===== src/rtl/classifier_argmax_stream_if.sv =====
// Beat / result bundle for classifier_argmax_stream.
// bias_in is present only when CLS_BIAS_EN is defined.
interface classifier_argmax_stream_if #(
  parameter int unsigned X_W        = 4,
  parameter int unsigned W_W        = 8,
  parameter int unsigned ACC_W      = 20,
  parameter int unsigned CLASS_BITS = 3
);
  logic                  in_valid;
  logic                  in_ready;
  logic [X_W-1:0]        x_in;
  logic [W_W-1:0]        w_in;
  logic                  in_last;
`ifdef CLS_BIAS_EN
  logic [ACC_W-1:0]      bias_in;
`endif
  logic [ACC_W-1:0]      acc_out;
  logic [CLASS_BITS-1:0] class_idx;
  logic                  res_valid;
  logic [CLASS_BITS-1:0] res_class;
  logic [ACC_W-1:0]      res_score;
  logic                  res_sat;

  modport master (
`ifdef CLS_BIAS_EN
    output bias_in,
`endif
    output in_valid,
    output x_in,
    output w_in,
    output in_last,
    input  in_ready,
    input  acc_out,
    input  class_idx,
    input  res_valid,
    input  res_class,
    input  res_score,
    input  res_sat
  );

  modport slave (
`ifdef CLS_BIAS_EN
    input  bias_in,
`endif
    input  in_valid,
    input  x_in,
    input  w_in,
    input  in_last,
    output in_ready,
    output acc_out,
    output class_idx,
    output res_valid,
    output res_class,
    output res_score,
    output res_sat
  );
endinterface


===== src/rtl/classifier_argmax_stream.sv =====
// Streaming saturating MAC with per-frame argmax; one {class, score} result per frame.
// Optional per-class bias added at compare time when CLS_BIAS_EN is defined.
module classifier_argmax_stream #(
  parameter int unsigned X_W        = 4,
  parameter int unsigned W_W        = 8,
  parameter int unsigned ACC_W      = 20,
  parameter int unsigned N_CLASSES  = 8,
  parameter int unsigned CLASS_BITS = 3
) (
  input logic                     clk,
  input logic                     rst,
  classifier_argmax_stream_if.slave bus
);

  localparam int unsigned PROD_W = X_W + W_W;
  localparam logic [CLASS_BITS-1:0] LastClass = CLASS_BITS'(N_CLASSES - 1);
  localparam logic [ACC_W-1:0] AccMax = {1'b0, {(ACC_W-1){1'b1}}};
  localparam logic [ACC_W-1:0] AccMin = {1'b1, {(ACC_W-1){1'b0}}};

  typedef enum logic [1:0] {StAcc, StCmp, StDone} state_e;

  // Returns {overflow, clamped sum} of two ACC_W-bit two's-complement values.
  function automatic logic [ACC_W:0] sat_add(input logic [ACC_W-1:0] a,
                                             input logic [ACC_W-1:0] b);
    logic [ACC_W:0] sum;
    sum = {a[ACC_W-1], a} + {b[ACC_W-1], b};
    if (sum[ACC_W] != sum[ACC_W-1]) begin
      return {1'b1, (sum[ACC_W] ? AccMin : AccMax)};
    end
    return {1'b0, sum[ACC_W-1:0]};
  endfunction

  state_e                state_q, state_d;
  logic [ACC_W-1:0]      acc_q, acc_d;
  logic [CLASS_BITS-1:0] class_q, class_d;
  logic [ACC_W-1:0]      max_q, max_d;
  logic [CLASS_BITS-1:0] max_idx_q, max_idx_d;
  logic                  sat_q, sat_d;
  logic                  res_valid_q, res_valid_d;
  logic [CLASS_BITS-1:0] res_class_q, res_class_d;
  logic [ACC_W-1:0]      res_score_q, res_score_d;
  logic                  res_sat_q, res_sat_d;

  logic                  in_ready;
  logic                  beat;
  logic signed [PROD_W-1:0] prod;
  logic [ACC_W-1:0]      prod_ext;
  logic [ACC_W:0]        mac_res;
  logic [ACC_W:0]        score_res;
  logic [ACC_W-1:0]      score;
  logic                  score_sat;
  logic                  take_max;

  assign beat     = bus.in_valid & in_ready;
  assign prod     = $signed(bus.x_in) * $signed(bus.w_in);
  assign prod_ext = ACC_W'(prod);
  assign mac_res  = sat_add(acc_q, prod_ext);

`ifdef CLS_BIAS_EN
  assign score_res = sat_add(acc_q, bus.bias_in);
`else
  assign score_res = {1'b0, acc_q};
`endif
  assign score     = score_res[ACC_W-1:0];
  assign score_sat = score_res[ACC_W];
  // Strict compare: on a tie the earlier (lower) class index is kept.
  assign take_max  = (class_q == '0) || ($signed(score) > $signed(max_q));

  // State register.
  always_ff @(posedge clk) begin
    if (rst) begin
      state_q <= StAcc;
    end else begin
      state_q <= state_d;
    end
  end

  // Next-state logic.
  always_comb begin
    state_d = state_q;
    unique case (state_q)
      StAcc:   if (beat && bus.in_last) state_d = StCmp;
      StCmp:   state_d = (class_q == LastClass) ? StDone : StAcc;
      StDone:  state_d = StAcc;
      default: state_d = StAcc;
    endcase
  end

  // FSM outputs.
  always_comb begin
    in_ready = 1'b0;
    unique case (state_q)
      StAcc:   in_ready = 1'b1;
      StCmp:   in_ready = 1'b0;
      StDone:  in_ready = 1'b0;
      default: in_ready = 1'b0;
    endcase
  end

  // Datapath next-state.
  always_comb begin
    acc_d       = acc_q;
    class_d     = class_q;
    max_d       = max_q;
    max_idx_d   = max_idx_q;
    sat_d       = sat_q;
    res_valid_d = 1'b0;
    res_class_d = res_class_q;
    res_score_d = res_score_q;
    res_sat_d   = res_sat_q;
    unique case (state_q)
      StAcc: begin
        if (beat) begin
          acc_d = mac_res[ACC_W-1:0];
          sat_d = sat_q | mac_res[ACC_W];
        end
      end
      StCmp: begin
        if (take_max) begin
          max_d     = score;
          max_idx_d = class_q;
        end
        acc_d = '0;
        sat_d = sat_q | score_sat;
        if (class_q != LastClass) class_d = class_q + 1'b1;
      end
      StDone: begin
        res_valid_d = 1'b1;
        res_class_d = max_idx_q;
        res_score_d = max_q;
        res_sat_d   = sat_q;
        class_d     = '0;
        sat_d       = 1'b0;
      end
      default: ;
    endcase
  end

  always_ff @(posedge clk) begin
    if (rst) begin
      acc_q       <= '0;
      class_q     <= '0;
      max_q       <= '0;
      max_idx_q   <= '0;
      sat_q       <= 1'b0;
      res_valid_q <= 1'b0;
      res_class_q <= '0;
      res_score_q <= '0;
      res_sat_q   <= 1'b0;
    end else begin
      acc_q       <= acc_d;
      class_q     <= class_d;
      max_q       <= max_d;
      max_idx_q   <= max_idx_d;
      sat_q       <= sat_d;
      res_valid_q <= res_valid_d;
      res_class_q <= res_class_d;
      res_score_q <= res_score_d;
      res_sat_q   <= res_sat_d;
    end
  end

  assign bus.in_ready  = in_ready;
  assign bus.acc_out   = acc_q;
  assign bus.class_idx = class_q;
  assign bus.res_valid = res_valid_q;
  assign bus.res_class = res_class_q;
  assign bus.res_score = res_score_q;
  assign bus.res_sat   = res_sat_q;

endmodule


===== src/flat_wrapper.sv =====
// flat-port wrapper written by rule: the top's interface ports become plain ports
module classifier_argmax_stream_flat 
#(
  parameter int unsigned X_W        = 4,
  parameter int unsigned W_W        = 8,
  parameter int unsigned ACC_W      = 20,
  parameter int unsigned N_CLASSES  = 8,
  parameter int unsigned CLASS_BITS = 3
)
  (clk, rst, bus_in_valid, bus_x_in, bus_w_in, bus_in_last, bus_in_ready, bus_acc_out, bus_class_idx, bus_res_valid, bus_res_class, bus_res_score, bus_res_sat);
  classifier_argmax_stream_if #(.X_W(X_W), .W_W(W_W), .ACC_W(ACC_W), .CLASS_BITS(CLASS_BITS)) bus_i ();
  input logic clk;
  input logic rst;
  input wire logic [$bits(bus_i.in_valid)-1:0] bus_in_valid;
  input wire logic [$bits(bus_i.x_in)-1:0] bus_x_in;
  input wire logic [$bits(bus_i.w_in)-1:0] bus_w_in;
  input wire logic [$bits(bus_i.in_last)-1:0] bus_in_last;
  output wire logic [$bits(bus_i.in_ready)-1:0] bus_in_ready;
  output wire logic [$bits(bus_i.acc_out)-1:0] bus_acc_out;
  output wire logic [$bits(bus_i.class_idx)-1:0] bus_class_idx;
  output wire logic [$bits(bus_i.res_valid)-1:0] bus_res_valid;
  output wire logic [$bits(bus_i.res_class)-1:0] bus_res_class;
  output wire logic [$bits(bus_i.res_score)-1:0] bus_res_score;
  output wire logic [$bits(bus_i.res_sat)-1:0] bus_res_sat;
  assign bus_i.in_valid = bus_in_valid;
  assign bus_i.x_in = bus_x_in;
  assign bus_i.w_in = bus_w_in;
  assign bus_i.in_last = bus_in_last;
  assign bus_in_ready = bus_i.in_ready;
  assign bus_acc_out = bus_i.acc_out;
  assign bus_class_idx = bus_i.class_idx;
  assign bus_res_valid = bus_i.res_valid;
  assign bus_res_class = bus_i.res_class;
  assign bus_res_score = bus_i.res_score;
  assign bus_res_sat = bus_i.res_sat;
  classifier_argmax_stream #(.X_W(X_W), .W_W(W_W), .ACC_W(ACC_W), .N_CLASSES(N_CLASSES), .CLASS_BITS(CLASS_BITS)) u_core (.clk(clk), .rst(rst), .bus(bus_i));
endmodule

===== config.mk =====
export PLATFORM = sky130hd
export DESIGN_NAME = classifier_argmax_stream_flat
export DESIGN_NICKNAME = d
export VERILOG_FILES = /design/src/rtl/classifier_argmax_stream_if.sv /design/src/rtl/classifier_argmax_stream.sv /design/src/flat_wrapper.sv
export SDC_FILE = /design/constraint.sdc
export NUM_CORES = 1
export LEC_CHECK = 0
export CORE_MARGIN = 5
export CORE_UTILIZATION = 45
export CTS_CLUSTER_DIAMETER = 60
export DETAILED_ROUTE_END_ITERATION = 10
export PLACE_DENSITY = 0.77
export SLEW_MARGIN = 20
export SYNTH_ARGS = -nofsm -noshare
export SYNTH_HDL_FRONTEND = slang
export SYNTH_SLANG_ARGS = --single-unit

===== constraint.sdc =====
create_clock -name clk -period 5.4 [get_ports clk]
set_input_delay 0.81 -clock clk [delete_from_list [all_inputs] [get_ports clk]]
set_output_delay 0.81 -clock clk [all_outputs]
set_load 0.005 [all_outputs]

==> flow_summary_export.csv <==
group,metric,value,unit
layout,area.growth.synth_to_final,21.5,%
worst_setup_path,worst_flop_to_flop_path_startpoint,"u_core.bus.acc_out[3]",
sta,worstMarginPinSlew,1.02,ns
worst_setup_path,crit_chain,"clkdlybuf4s50_1 -> clkinv_1 -> buf_4 -> fa_1 -> fa_1 -> fa_1 -> inv_1 -> ha_1 -> a21o_1 -> and4_1 -> o211a_1 -> o211ai_1 -> o311ai_0 -> buf_4 -> maj3_1 -> a22o_1",
synth,yosysUniqueCellTypes,59,
global_routing,grt_max_degree,58,
worst_setup_path,critical_path_source_type,"input port",
clocking,clock_tree_from_tritoncts,"yes",
worst_setup_path,sort_of_element_at_the_end_of_the_critical_path,"flop",
synth,mappedNetlistNets,863,
sta,min_period_over_period,95.8,%
die,pin_count,65,
synth,mappedNetlistArea,6150,µm²
placed_design,dp_cells,984,
die,floorplan.die_area,16100,µm²
placed_design,placement.io_buffers,64,
power,power.leakage,3.24,nW
power,power_report.internal_total,2.31,mW
worst_hold_path,hold_path.startpoint,"u_core.bus.res_score[15]",
layout,post_layout_nonfiller_instances,999,
power,highest_ir_drop_seen_on_vdd,0.280,mV
worst_setup_path,r2r.worst_path.cells,14,
synth,synth_compound_gate_area_share,17.7,%
clocking,htreeDepth,3,
clocking,cts-root-to-sink-buffers,2,
synth,synthesis.area_per_instance,8.33,µm²
worst_setup_path,max_stage_delay,0.54,ns
layout,post_route_cells_drive_above_1_share,7.65,%
detailed_routing,drt-vias-per-instance,5.23,
global_routing,grt_first_pass_wirelength,23600,µm
global_routing,grtUsageTotal,17.6,%
detailed_routing,num_vias,5225,
synth,post_synth_mux_area_share,3.58,%
detailed_routing,ant_nets,0,
detailed_routing,wirelength_per_cell,14.0,µm
clocking,clock-root-buffer,"sky130_fd_sc_hd__clkbuf_16",
layout,filler_cell_count,1195,
synth,synth.yosys.seq_area_share,24.1,%
worst_setup_path,critical-path-top-delay-family,"adder cells",
worst_setup_path,worst-r2r-setup-slack,1.20,ns
power,net_switching,1.93,mW
synth,synth_simple_gate_area_share,14.8,%
clocking,worstSkewPairLatency,0.33,ns
worst_setup_path,crit_path_top_delay_cell,"sky130_fd_sc_hd__fa_1",
global_routing,use_met1,23.7,%
power,seq_power_share,17.1,%
global_routing,gr-total-overflow,0,
detailed_routing,drt_first_iter_violations,327,
sta,worst_slack,0.225,ns
synth,dominant_combinational_cell_family_by_area_after_synthesis,"adder cells",
worst_hold_path,hp-class,"reg2reg",
die,start_util,46.2,%
global_routing,global_route.usage.met3,2.27,%
sta,final-setup-viol-count,0,
global_routing,first_global_vias,5160,
synth,postSynthRegisterBits,74,
layout,layout.core_utilization,56.2,%
placed_design,dp_worst_setup_slack,-0.0699,ns
power,power_density,568,nW/µm²
worst_setup_path,setup.worst_path.class,"in2reg",
worst_setup_path,crit-reg2reg-capture,"u_core.bus.acc_out[13]",
outcome,status,"complete, no violations",
synth,number_of_flops_mapped_to_enable_cells_by_yosys,0,
global_routing,antenna_found_initial,0,
power,switching_share,45.6,%
sta,finalHoldViolations,0,
run,timing.max_cap.violations,0,
sta,relSlewSlack,31.9,%
worst_hold_path,whs_endpoint,"u_core.bus.res_score[15]",
synth,synth_top_flop_cell,"sky130_fd_sc_hd__dfxtp_1",
die,die_height,127,µm
worst_hold_path,whs_path_depth,2,
sta,rsz0062_at_grt,"no",
sta,min_period,5.18,ns
sta,final-max-slew-violation-count,0,
worst_setup_path,arrival,5.40,ns
clocking,cts.reportedPaths.clkPinSlew,0.05,ns
synth,yosys.area_share.adder,27.5,%
synth,synth-warning-count,0,
placed_design,dp.final_hpwl,11300,µm
die,core_region_area,13300,µm²
detailed_routing,drt_wl_total,14000,µm
synth,xor_xnor_portion_of_the_synthesized_cell_area,2.85,%
global_routing,met2_track_usage_gr,29.9,%
detailed_routing,drt_pass1_iterations,4,
synth,postSynth.asyncResetShare,0,%
power,comb_power_share,69.4,%
die,core.rowCount,42,
layout,num-nets-final,944,
sta,fmax,0.193,GHz
worst_setup_path,timing.critical_path.buf_inv,5,
die,die_width,127,µm
layout,antenna_cells_inserted,0,
worst_setup_path,cpMostUsedCell,"sky130_fd_sc_hd__fa_1",
worst_setup_path,largest_fanout_on_the_critical_path,8,
clocking,number_of_buffers_created_by_cts,9,
sta,fin_worst_hold_slack,0.453,ns
placed_design,routabilityCongestion,0.902,
clocking,clkSinkCount,74,
sta,worst_clock_skew,0.00704,ns
global_routing,busiest_layer,"met2",
power,power_frac_clock,13.5,%
clocking,holdBufCountCts,0,
synth,postSynthCellCount,738,
worst_setup_path,data_required_time_at_the_worst_endpoint,5.62,ns
detailed_routing,remaining_routing_drc_violations,0,
==> layer usage <==
| layer | routed length (µm) | share of wire (%) |
|---|---|---|
| met5 | 0 | 0 |
| met4 | 149 | 1.1 |
| met3 | 583 | 4.2 |
| met2 | 6770 | 48 |
| met1 | 6520 | 47 |
==> layout make-up <==
cell class	count	area, µm²	share of cell area [%]
flip-flops and latches	74	1480	19.8
inverters	116	435	5.83
multi-input cells	515	4110	55.0
well taps	176	220	2.95
clock inverters	5	56.3	0.754
clock buffers	10	229	3.07
repair buffers	103	941	12.6
==> worst min-delay path, stage by stage (launching register included) <==
cell and delay [ns]:
sky130_fd_sc_hd__dfxtp_1 0.31, sky130_fd_sc_hd__nand2_1 0.05, sky130_fd_sc_hd__a21oi_1 0.05
==> cells in the mapped netlist (all sizes together), types with 2 or more instances <==
cell type | n | share of area, %
or4 | 2 | 0.31
ha | 67 | 14
a32oi | 13 | 1.9
and2 | 22 | 2.2
a2111oi | 2 | 0.29
buf | 7 | 0.75
a221o | 2 | 0.33
o311ai | 5 | 0.83
nor2b | 4 | 0.41
mux2i | 22 | 3.6
o211ai | 8 | 0.98
o21bai | 2 | 0.24
nand2b | 8 | 0.81
nand2 | 75 | 4.6
xor2 | 7 | 1.0
nand4 | 5 | 0.51
o21ai | 45 | 3.7
a21boi | 2 | 0.24
nor2 | 50 | 3.1
and4 | 4 | 0.69
inv | 115 | 7.0
a211oi | 3 | 0.37
o21a | 5 | 0.61
a22oi | 3 | 0.37
and3 | 4 | 0.41
o211a | 2 | 0.33
nand3 | 9 | 0.73
nor3 | 7 | 0.57
a31oi | 3 | 0.55
clkbuf | 26 | 1.6
fa | 42 | 14
dfxtp | 74 | 24
xnor2 | 13 | 1.9
a21oi | 54 | 4.4
a21o | 8 | 0.98
o31ai | 3 | 0.37
==> metrics by stage <==
step	setup TNS [ns]	total power, mW	cell area (µm²)
2_1_floorplan	0	2.70	6150
3_3_place_gp	-0.00884	3.55	7170
3_5_place_dp	-0.281	3.63	7170
4_1_cts	0	4.21	7460
5_1_grt	0	4.66	7470
6_report	0	4.24	7470
==> kinds of logic after synthesis <==
kind of cell,after synthesis
and+or+nand+nor,194
AOI/OAI and AO/OA,169
buffers and inverters,149
adders and majority gates,110
DFF,74
muxes,22
xor gates and xnor gates,20
==> sequential cells by signal (all words and copies together), names as in the netlist <==
name and flops:
u_core.bus.acc_out 20, u_core.bus.class_idx 3, u_core.bus.res_class 3, u_core.bus.res_sat 1, u_core.bus.res_score 20, u_core.bus.res_valid 1, u_core.max_idx_q 3, u_core.max_q 20
u_core.sat_q 1, u_core.state_q 2
==> cells in the final DEF (no fill, tap or decap), drive strengths merged, types with 5 or more instances in the layout <==
| cell | count |
|---|---|
| inv | 115 |
| nand2 | 75 |
| dfxtp | 74 |
| ha | 67 |
| clkdlybuf4s50 | 63 |
| a21oi | 54 |
| nor2 | 50 |
| o21ai | 45 |
| fa | 42 |
| buf | 40 |
| and2 | 22 |
| mux2i | 22 |
| a32oi | 13 |
| xnor2 | 13 |
| clkbuf | 10 |
| nand3 | 9 |
| nand2b | 8 |
| a21o | 8 |
| o211ai | 8 |
| nor3 | 7 |
| xor2 | 7 |
| o21a | 5 |
| nand4 | 5 |
| o311ai | 5 |
==> power by group through the flow <==
stage | clock [mW] | combinational [mW] | sequential, mW
floorplan | 0 | 2.00 | 0.693
global placement | 0 | 2.81 | 0.737
detailed placement | 0 | 2.89 | 0.736
CTS | 0.577 | 2.91 | 0.725
global route | 0.600 | 3.32 | 0.735
finish | 0.571 | 2.94 | 0.727
==> repair_timing <==
item / 4_1_cts / 5_1_grt
endpoints found under the setup margin: 0 / 10
buffers inserted: 0 / 0
gates resized for setup: 0 / 1
==> worst max path at each step <==
stage / to / depth (start not counted) / startpoint
after floorplan: u_core.bus.acc_out[15] / 17 / bus_w_in[7]
after detailed placement: u_core.bus.acc_out[13] / 16 / bus_x_in[3]
after CTS: u_core.bus.acc_out[13] / 16 / bus_x_in[3]
final: u_core.bus.acc_out[13] / 16 / bus_x_in[3]
after global routing: u_core.bus.acc_out[1] / 18 / bus_x_in[3]
after global placement: u_core.bus.acc_out[13] / 16 / bus_x_in[3]
Power figures use the tool's default switching activity.
